## config.mk

```make
export PLATFORM = sky130hd
export DESIGN_NAME = anti_theft_fsm
export DESIGN_NICKNAME = d
export VERILOG_FILES = /design/src/rtl/anti_theft_pkg.sv /design/src/rtl/anti_theft_fsm_alarm_timer.sv /design/src/rtl/anti_theft_fsm.sv
export SDC_FILE = /design/constraint.sdc
export NUM_CORES = 1
export LEC_CHECK = 0
export BUFFER_PORTS_ARGS = -buffer_cell sky130_fd_sc_hd__buf_2
export CORE_ASPECT_RATIO = 1.25
export CORE_UTILIZATION = 57
export CTS_CLUSTER_SIZE = 24
export DETAILED_ROUTE_END_ITERATION = 6
export PLACE_DENSITY = 0.86
export SLEW_MARGIN = 40
export SYNTH_ARGS = -nofsm -noshare
export SYNTH_HDL_FRONTEND = slang
export SYNTH_SLANG_ARGS = --single-unit
```

## constraint.sdc

```tcl
create_clock -name clock -period 2.5 [get_ports clock]
set_input_delay 0.125 -clock clock [delete_from_list [all_inputs] [get_ports clock]]
set_output_delay 0.125 -clock clock [all_outputs]
set_load 0.005 [all_outputs]
```

## src/rtl/anti_theft_pkg.sv

```systemverilog
// Shared state and time-register select encodings
// for the anti-theft arming/alarm controller.
package anti_theft_pkg;

  typedef enum logic [2:0] {
    ARMED      = 3'd0,
    TRIGGER    = 3'd1,
    ALARM      = 3'd2,
    DISARMED   = 3'd3,
    WAIT_OPEN  = 3'd4,
    WAIT_CLOSE = 3'd5,
    ARM_DLY    = 3'd6
  } state_e;

  typedef enum logic [1:0] {
    SEL_ARM   = 2'd0,
    SEL_DRV   = 2'd1,
    SEL_PAS   = 2'd2,
    SEL_ALARM = 2'd3
  } sel_e;

endpackage

```

## src/rtl/anti_theft_fsm_alarm_timer.sv

```systemverilog
// Loadable down-counter; expires when a tick
// arrives while the count is at one.
module alarm_timer #(
  parameter int TW = 4
) (
  input  logic          clock,
  input  logic          reset,
  input  logic          load,
  input  logic [TW-1:0] load_val,
  input  logic          tick,
  input  logic          hold,
  output logic          expired
);

  logic [TW-1:0] cnt_q, cnt_d;

  always_comb begin
    cnt_d = cnt_q;
    if (load) begin
      cnt_d = load_val;
    end else if (tick && !hold && cnt_q != '0) begin
      cnt_d = cnt_q - TW'(1);
    end
  end

  // A load in the same cycle always wins; callers never
  // consume expiry on a cycle where they also load.
  assign expired = tick && !hold && (cnt_q == TW'(1));

  always_ff @(posedge clock or negedge reset) begin
    if (!reset) cnt_q <= '0;
    else        cnt_q <= cnt_d;
  end

endmodule

```

## src/rtl/anti_theft_fsm.sv

```systemverilog
// Vehicle anti-theft arming/alarm controller.
// Define STATUS_BLINK_EN for a blinking LED while armed.
module anti_theft_fsm
  import anti_theft_pkg::*;
#(
  parameter int T_ARM_DEF   = 6,
  parameter int T_DRV_DEF   = 8,
  parameter int T_PAS_DEF   = 15,
  parameter int T_ALARM_DEF = 10,
  parameter int TW          = 4
) (
  input  logic          clock,
  input  logic          reset,
  input  logic          one_hz_en,
  input  logic          ignition,
  input  logic          door_drv,
  input  logic          door_pas,
  input  logic          reprogram,
  input  logic [1:0]    time_sel,
  input  logic [TW-1:0] time_value,
  output logic          siren,
  output logic          status_led,
  output logic          armed,
  output logic [2:0]    state_dbg
);

  state_e        state_q, state_d;
  logic [TW-1:0] tm_q [4];
  logic          ld;
  logic [TW-1:0] ld_val;
  logic          hold;
  logic          expd;
  logic          any_door;
  logic          siren_q, led_q, armed_q;
  logic          led_d;

  assign any_door = door_drv | door_pas;

  always_ff @(posedge clock or negedge reset) begin
    if (!reset) begin
      tm_q[SEL_ARM]   <= TW'(T_ARM_DEF);
      tm_q[SEL_DRV]   <= TW'(T_DRV_DEF);
      tm_q[SEL_PAS]   <= TW'(T_PAS_DEF);
      tm_q[SEL_ALARM] <= TW'(T_ALARM_DEF);
    end else if (reprogram) begin
      tm_q[time_sel] <= (time_value == '0) ?
                        TW'(1) : time_value;
    end
  end

  // Untimed states freeze the counter; depends on state only.
  assign hold = (state_q == ARMED)      ||
                (state_q == DISARMED)   ||
                (state_q == WAIT_OPEN)  ||
                (state_q == WAIT_CLOSE);

  alarm_timer #(.TW(TW)) u_timer (
    .clock    (clock),
    .reset    (reset),
    .load     (ld),
    .load_val (ld_val),
    .tick     (one_hz_en),
    .hold     (hold),
    .expired  (expd)
  );

  always_comb begin
    state_d = state_q;
    ld      = 1'b0;
    ld_val  = '0;
    case (state_q)
      ARMED: begin
        if (ignition) begin
          state_d = DISARMED;
        end else if (door_drv) begin
          state_d = TRIGGER;
          ld      = 1'b1;
          ld_val  = tm_q[SEL_DRV];
        end else if (door_pas) begin
          state_d = TRIGGER;
          ld      = 1'b1;
          ld_val  = tm_q[SEL_PAS];
        end
      end
      TRIGGER: begin
        if (ignition) begin
          state_d = DISARMED;
        end else if (expd) begin
          state_d = ALARM;
          ld      = 1'b1;
          ld_val  = tm_q[SEL_ALARM];
        end
      end
      ALARM: begin
        if (ignition) begin
          state_d = DISARMED;
        end else if (any_door) begin
          ld      = 1'b1;
          ld_val  = tm_q[SEL_ALARM];
        end else if (expd) begin
          state_d = ARMED;
        end
      end
      DISARMED: begin
        if (!ignition) state_d = WAIT_OPEN;
      end
      WAIT_OPEN: begin
        if (ignition)      state_d = DISARMED;
        else if (door_drv) state_d = WAIT_CLOSE;
      end
      WAIT_CLOSE: begin
        if (ignition) begin
          state_d = DISARMED;
        end else if (!any_door) begin
          state_d = ARM_DLY;
          ld      = 1'b1;
          ld_val  = tm_q[SEL_ARM];
        end
      end
      ARM_DLY: begin
        if (ignition)      state_d = DISARMED;
        else if (any_door) state_d = WAIT_CLOSE;
        else if (expd)     state_d = ARMED;
      end
      default: state_d = ARMED;
    endcase
    if (reprogram) begin
      state_d = ARMED;
      ld      = 1'b1;
      ld_val  = '0;
    end
  end

`ifdef STATUS_BLINK_EN
  logic blink_q;

  always_ff @(posedge clock or negedge reset) begin
    if (!reset)                 blink_q <= 1'b0;
    else if (state_q != ARMED)  blink_q <= 1'b0;
    else if (one_hz_en)         blink_q <= ~blink_q;
  end
`endif

  always_comb begin
    led_d = 1'b0;
    unique case (1'b1)
      state_q == ARMED: begin
`ifdef STATUS_BLINK_EN
        led_d = blink_q;
`else
        led_d = 1'b1;
`endif
      end
      state_q == TRIGGER,
      state_q == ALARM: led_d = 1'b1;
      default:          led_d = 1'b0;
    endcase
  end

  always_ff @(posedge clock or negedge reset) begin
    if (!reset) begin
      state_q <= ARMED;
      siren_q <= 1'b0;
      led_q   <= 1'b0;
      armed_q <= 1'b1;
    end else begin
      state_q <= state_d;
      siren_q <= (state_q == ALARM);
      led_q   <= led_d;
      armed_q <= (state_q == ARMED) || (state_q == TRIGGER);
    end
  end

  assign siren      = siren_q;
  assign status_led = led_q;
  assign armed      = armed_q;
  assign state_dbg  = state_q;

endmodule

```

==> reports/qor.yml, run 1 <==
floorplan:
  die_area_mm2: 0.00292
  coreArea_mm2: 0.00250
  initial_core_util_pct: 61.6
  ioPinCount: 19
  die_x_um: 48.5
  core.rowCount: 20
  die_y_um: 60.1
timing:
  clock-skew-final_ps: 1.19
  worstMarginPinSlew_ps: 625
  period_share_pct: 83.0
  layout_setup_ws_ps: 425
  timing.fmax_ghz: 0.482
  setup_viol: 0
  whs_ps: 91.8
  slew_viol_final: 0
  slew_headroom_pct: 58.0
  final_hold_viol_count: 0
  fin_setup_tns_ps: 0
  min_period_ps: 2070
  rsz0062_at_grt: "false"
layout:
  final_nets: 192
  diodes: 0
  fin_cells: 209
  fillers: 203
  area_growth_pct: 9.25
  layout-drive-gt1-share_pct: 30.1
clock_tree:
  htree_levels: 1
  cts_resized: 0
  path_clk_slew_ps: 130
  ctsHoldBuffers: 1
  cts_made_buffers: 3
  clk_latency_ps: 320
  max-clock-path-buffers: 2
  cts_setup_buffers: 0
  clock-sinks: 26
  cts_tree: "done"
  cts-root-buf: "clkbuf_4"
global_route:
  grt_pass1_vias: 1250
  antenna_found_initial: 0
  track_usage_pct: 26.0
  overflow: 0
  grt_pass1_wl_mm: 5.69
  grt_max_degree: 27
route:
  drt_pre_antenna_iters: 4
  routed_via_density: 6.14
  drc_errors: 0
  wire_per_inst_um: 15.5
  first_iter_violations: 44
  num_vias: 1284
  ant_nets: 0
  finalWirelength_mm: 3.24
placement:
  pre_cts_ws_ps: 463
  routabilityCongestion: 0.905
  dp.cells: 204
  portBuffers: 18
  dp_hpwl_mm: 2.47
worst_setup_path:
  critPathKind: "reg -> reg"
  cp-startpoint: "state_dbg[1]"
  r2r-start: "state_dbg[1]"
  reg2reg_depth: 5
  worstPathMaxFanout: 14
  crit_arrival_ps: 2320
  required_ps: 2740
  r2r-end: "u_timer.cnt_q[3]"
  crit_end: "u_timer.cnt_q[3]"
  start_kind: "flop"
  worst-r2r-setup-slack_ps: 430
  critPathCaptureType: "flop"
logic_synthesis:
  yosys-top-cells-area: "dfrtp_1 (26%), dfstp_2 (17%), mux2_2 (9.5%), nand2_1 (3.7%), o21ai_0 (2.6%)"
  avgSynthCellArea_um2: 9.69
  syn_inst: 159
  yosysTopAreaCell: "dfrtp_1"
  ys_seq_elements: 26
  synth_area_mm2: 0.00154
  ys_seq_area_share_pct: 43.0
  synth_top_area_share_pct: 26.0
  synth_edf_count: 0
  ys.flop_type: "dfrtp_1"
  syn-num-nets: 174
  ys_types: 49
  synthArstFlopShare_pct: 100
  yosysWarnings: 0
power_and_ir_drop:
  powerDensity_mw_per_mm2: 642
  cellLeakagePower_nw: 0.682
  ir_drop_v: 0.000417
  total_power_mw: 1.08
hold_path:
  hold_path.class: "in -> reg"
  min-delay-start: "time_value[1]"
job:
  maxCapViolations: 0
status:
  status: "finished clean"
==> logic make-up (layout without fill, tap and decap cells) <==
group	Yosys count	after routing	synth area share [%]
buf+inv	16	33	4.30
xor+xnor	1	1	0.568
flops	26	26	43.0
fa+ha+maj	2	2	1.62
mux	13	13	9.50
simple gates	60	60	21.7
compound gates	41	41	19.3
==> registers in the layout (all words and copies together) (netlist names) <==
register / flops
armed: 1
siren: 1
state_dbg: 3
status_led: 1
tm_q: 16
u_timer.cnt_q: 4
==> critical path: stages (launching register included) <==
cell	delay, ps
dfrtp_1	550
or4_4	620
a21o_1	170
o211a_1	140
or3_1	320
a221oi_2	210
==> per-layer routing <==
metal / track usage [%] / part of all wire [%] / vias up
met3: 3.56 / 4.0 / 8
li1: - / - / 627
met1: 31.4 / 43 / 612
met2: 45.1 / 51 / 37
met4: 15.1 / 2.7 / 0
met5: 0 / 0 / -
==> cells in the final DEF (no fill, tap or decap), types with 2 or more instances in the layout <==
cell type,instances
a211oi_1,3
a21o_1,3
a21oi_1,7
a221oi_1,3
a22oi_1,2
a2bb2oi_1,2
buf_2,18
clkbuf_4,3
dfrtp_1,16
dfstp_2,10
ha_1,2
inv_1,9
mux2_2,13
nand2_1,15
nand3_1,6
nand3b_1,5
nand4_1,2
nor2_1,10
nor2b_1,2
nor3_1,7
o21ai_0,8
or3_1,2
==> Yosys cell counts (all sizes together), types with 4 or more instances <==
library cell  number
nand3b             5
nand3              6
dfrtp             16
a21oi              7
o21ai              8
a221oi             4
buf                4
nor3               8
nand2             15
dfstp             10
nor2              10
inv                9
mux2              13
==> final cells by class <==
type | instances | area, um2 | share of cell area, %
clock buffers | 4 | 26.3 | 1.56
inverters | 9 | 33.8 | 2.01
multi-input cells | 117 | 812 | 48.2
flip-flops and latches | 26 | 663 | 39.4
well taps | 33 | 41.3 | 2.45
repair buffers | 20 | 108 | 6.39
==> per-stage QoR <==
stage                     cell area (um2)  util (%)
final                                1680      67.3
after CTS                            1680      67.3
after global placement               1650      65.9
after detailed placement             1650      65.9
after global routing                 1680      67.3
after floorplan                      1540         -
==> how the worst min path moves through the flow <==
stage	endpoint	slack (ps)	depth (start not counted)
2_1_floorplan	siren	-170	0
3_3_place_gp	status_led	140	1
3_5_place_dp	status_led	150	1
4_1_cts	tm_q[9]	80	2
5_1_grt	tm_q[9]	100	2
6_report	tm_q[9]	90	2
==> power breakdown <==
group          internal [mW]  total [mW]  switching (mW)
clock network         0.0625       0.181           0.119
logic                  0.148       0.321           0.172
registers              0.518       0.580          0.0616
Note: power is estimated with default switching activity, not from simulation.
==> run 2, diff against run 1 <==
Clock period 2.5 ns to 2.1 ns, I/O delays scaled along.
==> run 2 against run 1 <==
Net effect:
- design area rose by 3.7%
- die area did not move
- total power rose by 22%
- register-to-register slack got worse by 370 ps
- via count rose by 4.7%
- setup slack got worse by 370 ps
- combinational power rose by 36%
- largest cell class unchanged
==> reports/qor.yml, run 2 (synthesis gave the netlist of run 1 again) <==
status:
  status: "finished clean"  # unchanged
clock_tree:
  clock-sinks: 26  # unchanged
  path_clk_slew_ps: 140  # was 130 ps
  cts_made_buffers: 3  # unchanged
  cts_tree: "done"  # unchanged
  max-clock-path-buffers: 2  # unchanged
  htree_levels: 1  # unchanged
  clk_latency_ps: 320  # about the same
  cts-root-buf: "clkbuf_4"  # unchanged
power_and_ir_drop:
  total_power_mw: 1.32  # was 1.08 mW
  ir_drop_v: 0.000520  # was 0.000417 V
  cellLeakagePower_nw: 0.717  # was 0.682 nW
  powerDensity_mw_per_mm2: 754  # was 642 mW/mm2
route:
  routed_via_density: 6.25  # was 6.14
  ant_nets: 0  # unchanged
  finalWirelength_mm: 3.40  # was 3.24 mm
  first_iter_violations: 59  # was 44
  wire_per_inst_um: 15.8  # was 15.5 um
  drt_pre_antenna_iters: 4  # unchanged
  num_vias: 1344  # was 1284
  drc_errors: 0  # unchanged
worst_setup_path:
  crit_arrival_ps: 2280  # was 2320 ps
  worst-r2r-setup-slack_ps: 60  # was 430 ps
  start_kind: "flop"  # unchanged
  critPathKind: "reg -> reg"  # unchanged
  worstPathMaxFanout: 4  # was 14
  critPathCaptureType: "flop"  # unchanged
  required_ps: 2340  # was 2740 ps
layout:
  area_growth_pct: 13.3  # was 9.25%
  final_nets: 199  # was 192
  largest_reg_flops: 16  # unchanged
  final_cell_mix: "buf_2 (18), dfrtp_1 (16), nand2_1 (15), mux2_2 (13)"  # unchanged
  final_common_cell: "buf_2"  # unchanged
  post-route-util_pct: 69.8  # was 67.3%
  regMostFlops: "tm_q"  # unchanged
  diodes: 0  # unchanged
  layout-drive-gt1-share_pct: 34.1  # was 30.1%
  design_area_mm2: 0.00175  # was 0.00168 mm2
  fin_cells: 215  # was 209
floorplan:
  coreArea_mm2: 0.00250  # unchanged
  die_y_um: 60.1  # unchanged
  initial_core_util_pct: 61.6  # unchanged
  die_area_mm2: 0.00292  # unchanged
  core.rowCount: 20  # unchanged
  die_x_um: 48.5  # unchanged
  ioPinCount: 19  # unchanged
timing:
  clock-skew-final_ps: 5.16  # was 1.19 ps
  setup_viol: 0  # unchanged
  min_period_ps: 2040  # was 2070 ps
  layout_setup_ws_ps: 57.5  # was 425 ps
  slew_viol_final: 0  # unchanged
  final_hold_viol_count: 0  # unchanged
  whs_ps: 87.0  # was 91.8 ps
  worstMarginPinSlew_ps: 622  # was 625 ps
  period_share_pct: 97.3  # was 83.0%
  slew_headroom_pct: 58.2  # was 58.0%
  fin_setup_tns_ps: 0  # unchanged
  timing.fmax_ghz: 0.490  # was 0.482 GHz
global_route:
  track_usage_pct: 26.5  # was 26.0%
  overflow: 0  # unchanged
  grt_max_degree: 27  # unchanged
  grt_pass1_vias: 1332  # was 1250
  antenna_found_initial: 0  # unchanged
  grt_pass1_wl_mm: 5.80  # was 5.69 mm
placement:
  routabilityCongestion: 0.909  # was 0.905
  dp_hpwl_mm: 2.48  # was 2.47 mm
  placed_cell_area_mm2: 0.00169  # was 0.00165 mm2
  portBuffers: 18  # unchanged
  dp.cells: 209  # was 204
  pre_cts_ws_ps: 148  # was 463 ps
hold_path:
  hold_path.class: "in -> reg"  # unchanged
job:
  maxCapViolations: 0  # unchanged
-- run 2: final timing paths --
path | startpoint | end | depth (start not counted)
worst max register to register | u_timer.cnt_q[1] | u_timer.cnt_q[3] | 7
max in group asynchronous | reset | tm_q[5] | 2
worst max-delay path | u_timer.cnt_q[1] | u_timer.cnt_q[3] | 7
min in group asynchronous | reset | status_led | 2
worst min register to register | tm_q[4] | tm_q[4] | 2
worst min-delay path | time_value[1] | tm_q[5] | 2
-- run 2: critical path: stages, from the launching register on --
cell and delay, ps:
dfrtp_1 420, inv_2 70, ha_1 140, nand4bb_1 220
o22a_1 300, o211a_1 240, or3_4 330, a221oi_2 240
-- run 2: where the power goes --
part	switching, mW	leakage [nW]	internal [mW]	total, mW
registers	0.0541	0.302	0.617	0.671
clock network	0.143	0.0138	0.0673	0.210
logic	0.234	0.401	0.201	0.436
-- run 2: timing repair --
| action | CTS | global route |
|---|---|---|
| setup buffers | 0 | 2 |
| hold buffers | 1 | 0 |
| gates resized for setup | 0 | 3 |
| hold endpoints to repair | 16 | 0 |
| setup endpoints to repair | 0 | 1 |
-- run 2: cell type report --
class                           instances  area, um2
Multi-Input combinational cell        117        826
Fill cell                             199        756
Sequential cell                        26        663
Timing Repair Buffer                   27        160
Tap cell                               33       41.3
Inverter                                9       33.8
Clock buffer                            3       22.5
-- run 2: layer usage --
layer	share of wire (%)	vias up	global-route usage [%]	wire, um
met2	51	42	49.1	1750
met3	4.6	7	4.07	155
li1	-	634	-	-
met1	42	661	30.2	1440
met5	0	-	0	0
met4	1.7	0	12.6	57
